<file path="src/rtl/div_pkg.sv">
// Shared types and constants for the sequential restoring divider.
package div_pkg;

    typedef enum logic [1:0] {
        IDLE = 2'd0,
        RUN  = 2'd1,
        DONE = 2'd2
    } div_state_t;

    localparam int DIV_W       = 8;
    localparam int DIV_LATENCY = 2*DIV_W + 1;

    function automatic int div_cnt_width(input int w);
        return $clog2(2*w);
    endfunction

endpackage

</file>
<file path="src/rtl/div_step.sv">
// One combinational restoring stage: shift in a dividend bit, subtract the divisor if it fits.
// Zero latency; no flow control.
module div_step #(
    parameter int W = 8
) (
    input  logic [W:0]   pr_in,
    input  logic         dvd_bit,
    input  logic [W-1:0] divisor,
    output logic [W:0]   pr_out,
    output logic         q_bit
);

    logic [W:0] shifted;

    always_comb begin
        shifted = {pr_in[W-1:0], dvd_bit};
        // A set top bit means the shifted value has outgrown W+1 bits, so the divisor surely fits.
        q_bit   = pr_in[W] | (shifted >= {1'b0, divisor});
        pr_out  = q_bit ? (shifted - {1'b0, divisor}) : shifted;
    end

endmodule

</file>
<file path="src/rtl/seq_restoring_divider.sv">
// Radix-2 restoring divider, 2W-bit dividend by W-bit divisor, one quotient bit per clock.
// done arrives 2W+1 cycles after an accepted start; start is ignored while busy.
module seq_restoring_divider
    import div_pkg::*;
#(
    parameter int W = DIV_W
) (
    input  logic           clk,
    input  logic           rst,
    input  logic           start,
    input  logic [2*W-1:0] dividend,
    input  logic [W-1:0]   divisor,
    output logic           ready,
    output logic           busy,
    output logic           done,
    output logic [2*W-1:0] quotient,
    output logic [W-1:0]   remainder,
    output logic           div_by_zero
);

    localparam int            CW   = div_cnt_width(W);
    localparam logic [CW-1:0] LAST = CW'(2*W - 1);

    div_state_t     state, state_nxt;
    logic [CW-1:0]  cnt;
    logic [W-1:0]   dvsr;
    logic [W-1:0]   dvd_lo;
    logic [2*W-1:0] q_sr;
    logic [W:0]     pr;
    logic [W:0]     pr_nxt;
    logic           q_bit;
    logic           dbz;
    logic           accept;
    logic           last_step;

    div_step #(.W(W)) u_step (
        .pr_in   (pr),
        .dvd_bit (q_sr[2*W-1]),
        .divisor (dvsr),
        .pr_out  (pr_nxt),
        .q_bit   (q_bit)
    );

    assign ready     = (state == IDLE) || (state == DONE);
    assign busy      = (state == RUN);
    assign done      = (state == DONE);
    assign accept    = start & ready;
    assign last_step = busy && (cnt == LAST);

    always_comb begin
        state_nxt = state;
        case (state)
            IDLE:    if (start) state_nxt = RUN;
            RUN:     if (cnt == LAST) state_nxt = DONE;
            DONE:    state_nxt = start ? RUN : IDLE;
            default: state_nxt = IDLE;
        endcase
    end

    always_ff @(posedge clk or posedge rst) begin
        if (rst) begin
            state <= IDLE;
        end else begin
            state <= state_nxt;
        end
    end

    always_ff @(posedge clk or posedge rst) begin
        if (rst) begin
            cnt         <= '0;
            dvsr        <= '0;
            dvd_lo      <= '0;
            q_sr        <= '0;
            pr          <= '0;
            dbz         <= 1'b0;
            quotient    <= '0;
            remainder   <= '0;
            div_by_zero <= 1'b0;
        end else if (accept) begin
            cnt         <= '0;
            dvsr        <= divisor;
            dvd_lo      <= dividend[W-1:0];
            q_sr        <= dividend;
            pr          <= '0;
            dbz         <= (divisor == '0);
            div_by_zero <= 1'b0;
        end else if (busy) begin
            cnt  <= cnt + CW'(1);
            pr   <= pr_nxt;
            q_sr <= {q_sr[2*W-2:0], q_bit};
            // Results are published only once, so the previous answer stays visible during RUN.
            if (last_step) begin
                quotient    <= dbz ? '1 : {q_sr[2*W-2:0], q_bit};
                remainder   <= dbz ? dvd_lo : pr_nxt[W-1:0];
                div_by_zero <= dbz;
            end
        end
    end

endmodule

</file>
<file path="config.mk">
export PLATFORM = sky130hd
export DESIGN_NAME = seq_restoring_divider
export DESIGN_NICKNAME = d
export VERILOG_FILES = /design/src/rtl/div_pkg.sv /design/src/rtl/div_step.sv /design/src/rtl/seq_restoring_divider.sv
export SDC_FILE = /design/constraint.sdc
export NUM_CORES = 1
export LEC_CHECK = 0
export ABC_AREA = 1
export CORE_MARGIN = 4
export CORE_UTILIZATION = 57
export DETAILED_ROUTE_END_ITERATION = 7
export DONT_BUFFER_PORTS = 1
export GPL_ROUTABILITY_DRIVEN = 0
export PLACE_DENSITY = 0.75
export REMOVE_ABC_BUFFERS = 1
export SKIP_CTS_REPAIR_TIMING = 1
export SLEW_MARGIN = 40
export SYNTH_ARGS = -nofsm -noshare
export SYNTH_HDL_FRONTEND = slang
export SYNTH_SLANG_ARGS = --single-unit
</file>
<file path="constraint.sdc">
create_clock -name clk -period 2.3 [get_ports clk]
set_input_delay 0.345 -clock clk [delete_from_list [all_inputs] [get_ports clk]]
set_output_delay 0.345 -clock clk [all_outputs]
set_load 0.05 [all_outputs]
</file>
==> summary.md <==
| Metric | Value |
|---|---|
| Filler Cell Count | `495` |
| Final period utilization | `0.818` |
| Leading post-synthesis cells by cell area | `dfrtp_1 51%, nand2_1 11%, inv_1 6.0%, a21oi_1 3.8%, nand3_1 3.8%` |
| Period minus WS final | `1.88 ns` |
| Post-Syn Instances | `423` |
| Ports | `55` |
| Die area | `7600 sq um` |
| Worst r2r src | `q_sr[15]` |
| Vias in the first global route | `2,850` |
| Critical Path Source | `q_sr[15]` |
| CTS tree | `built` |
| Top FF cell, synth | `dfrtp_1` |
| Clock transition at path regs | `0.09 ns` |
| Xor and xnor area share after synthesis | `0.00736` |
| DRC violations left | `0` |
| Yosys reg bits | `73` |
| Layout Skew | `0.0113 ns` |
| HPWL Detailed | `5670 um` |
| Worst skew pair latency | `0.35 ns` |
| Diodes inserted | `0` |
| Largest family of logic cells by synthesized area | `simple AND/OR/NAND/NOR gates` |
| Total wire length | `8060 um` |
| Via Count | `2,847` |
| Synth top area share | `0.511` |
| Die Span Y | `87.2 um` |
| Critical path endpoint category | `flop` |
| Drt pass-1 iters | `4` |
| Initial Utilization | `0.596` |
| Synth warn | `0` |
| Clock buffer depth | `2` |
| Initial antenna violation count | `0` |
| R2R depth | `10` |
| First-pass GRT wire length | `13,700 um` |
| CP Data Required Time | `2.53 ns` |
| Crit path launch type | `flop` |
| Max Slew Vio Count | `0` |
| Post-Synth Simple-Gate Area | `0.231` |
| Setup TNS Final | `0 ns` |
| Max Freq | `0.531 GHz` |
| Number of port buffers | `0` |
| HP Class | `input pin to flop` |
| Setup violators final | `0` |
| Post-synth cell types | `34` |
| Share of cells above drive strength 1 | `0.122` |
| Total CTS buffers | `9` |
| Hold depth | `2` |
| Layout area overhead | `9.00%` |
| Synth async-reset ratio | `1.00` |
| H-tree depth reported by CTS | `3` |
| RSZ-0062 raised after global routing | `no` |
| Mux contribution to synthesized area | `0` |
| Slew @ Worst Pin | `0.541 ns` |
| Die X | `87.2 um` |
| Post-synthesis cell area | `3570 sq um` |
| DRT iter0 DRCs | `183` |
| Crit path kind | `flop to flop` |
| Area of the core | `5990 sq um` |
| Post-synthesis sequential area ratio | `0.511` |
| Top cell type by total area after synthesis | `dfrtp_1` |
| Clock root buffer master | `clkbuf_8` |
| Max Cap Viol | `0` |
| Routed Antenna Nets | `0` |
| FP Rows | `28` |
| Sink Count | `73` |
| CP max FO | `3` |
| Post-synth EDFFs | `0` |
| Total GRT Usage | `0.230` |
| Critical Path AT | `2.11 ns` |
| Routed wire per std cell | `15.8 um` |
| Mapped Avg Cell Area | `8.44 sq um` |
| Worst slew margin | `0.639` |
| HP Start | `dividend[8]` |
| Status | `complete, no violations` |
| Final Hold Violating Endpoints | `0` |
| Gr ovfl total | `0` |
| Post-synthesis compound-gate area fraction | `0.123` |
| Via density | `5.59` |
| Largest net degree at the start of global routing | `74` |
| Synth Area in Adders | `0.0371` |
| Fin nets | `466` |
[placed cells by master, fill, tap and decap left out, types with 7 or more instances in the layout]
| cell | synthesis | final |
|---|---|---|
| inv_1 | 57 | 56 |
| a21oi_1 | 27 | 27 |
| buf_4 | 1 | 7 |
| o21ai_0 | 22 | 22 |
| nand2_1 | 107 | 107 |
| dfrtp_1 | 73 | 73 |
| clkbuf_8 | 0 | 9 |
| o211ai_1 | 9 | 9 |
| o221ai_1 | 7 | 7 |
| nand2_2 | 13 | 13 |
| ha_1 | 9 | 9 |
| nor2_1 | 25 | 25 |
| nand3_1 | 27 | 27 |
[routing by layer]
layer | vias up | share of wire | global-route usage
met2 | 79 | 0.45 | 0.341
li1 | 1377 | - | -
met5 | - | 0 | 0
met3 | 16 | 0.070 | 0.0643
met1 | 1375 | 0.46 | 0.324
met4 | 0 | 0.017 | 0.0865
[registers in the layout (all words and copies together) (netlist names)]
| register | cells |
|---|---|
| dvsr | 8 |
| state | 2 |
| quotient | 16 |
| dvd_lo | 8 |
| cnt | 4 |
| remainder | 8 |
| q_sr | 16 |
| div_by_zero | 1 |
| dbz | 1 |
| pr | 9 |
[final timing paths]
path / end / slack (ns)
min in group asynchronous: dvsr[3] / 0.52
worst max-delay path: pr[8] / 0.42
worst min register to register: dvsr[4] / 0.49
max in group asynchronous: dvsr[2] / 1.46
worst max register to register: pr[8] / 0.42
worst min-delay path: q_sr[8] / 0.13
[final cells by class]
cell class              instances  area [sq um]  area share
flip-flops and latches         73          1830       0.469
multi-input cells             272          1420       0.365
inverters                      64           244      0.0627
clock buffers                   9           124      0.0318
clock inverters                 7           101      0.0260
well taps                      75          93.8      0.0241
repair buffers                  9          82.6      0.0212
[critical path, stage by stage (launching register included)]
cell and delay (ns):
dfrtp_1 0.38, inv_1 0.08, ha_1 0.14, inv_1 0.07, fa_1 0.43, nand2_1 0.10, nand3_1 0.11, nand2_1 0.08
o211ai_1 0.11, a22oi_1 0.17, nand2_1 0.08
[cell usage after synthesis (2+ instances only)]
| cell type | n |
|---|---|
| a21oi_1 | 27 |
| o221ai_1 | 7 |
| o22ai_1 | 2 |
| nor2_1 | 25 |
| clkbuf_1 | 3 |
| inv_2 | 4 |
| inv_1 | 57 |
| a21oi_2 | 2 |
| nor2_2 | 2 |
| dfrtp_1 | 73 |
| o21ai_0 | 22 |
| o211ai_1 | 9 |
| nor3_1 | 2 |
| a22oi_1 | 2 |
| nand3_1 | 27 |
| nand4_1 | 6 |
| buf_2 | 7 |
| buf_6 | 2 |
| xor2_1 | 3 |
| nand2_1 | 107 |
| ha_1 | 9 |
| nand2_2 | 13 |
[per-stage QoR]
step / area [sq um] / utilization / hold WS (ns) / cells / setup WS, ns
6_report: 3890 / 0.650 / 0.128 / 509 / 0.418
5_1_grt: 3890 / 0.650 / 0.129 / 509 / 0.263
2_1_floorplan: 3490 / - / 0.453 / 409 / -0.00477
3_5_place_dp: 3660 / 0.611 / 0.349 / 492 / 0.445
4_1_cts: 3880 / 0.648 / -0.0317 / 508 / 0.415
3_3_place_gp: 3660 / 0.611 / 0.342 / 492 / 0.430
[logic make-up (layout without fill, tap and decap cells)]
family | after synthesis | count (layout)
and+or+nand+nor | 186 | 186
buffers and inverters | 78 | 89
AOI/OAI and AO/OA | 73 | 73
DFF | 73 | 73
adders and majority gates | 10 | 10
xor gates and xnor gates | 3 | 3
Power is left out: the tool's default activity adds up to more than one toggle a clock period on the data nets, which glitch-free logic cannot reach.
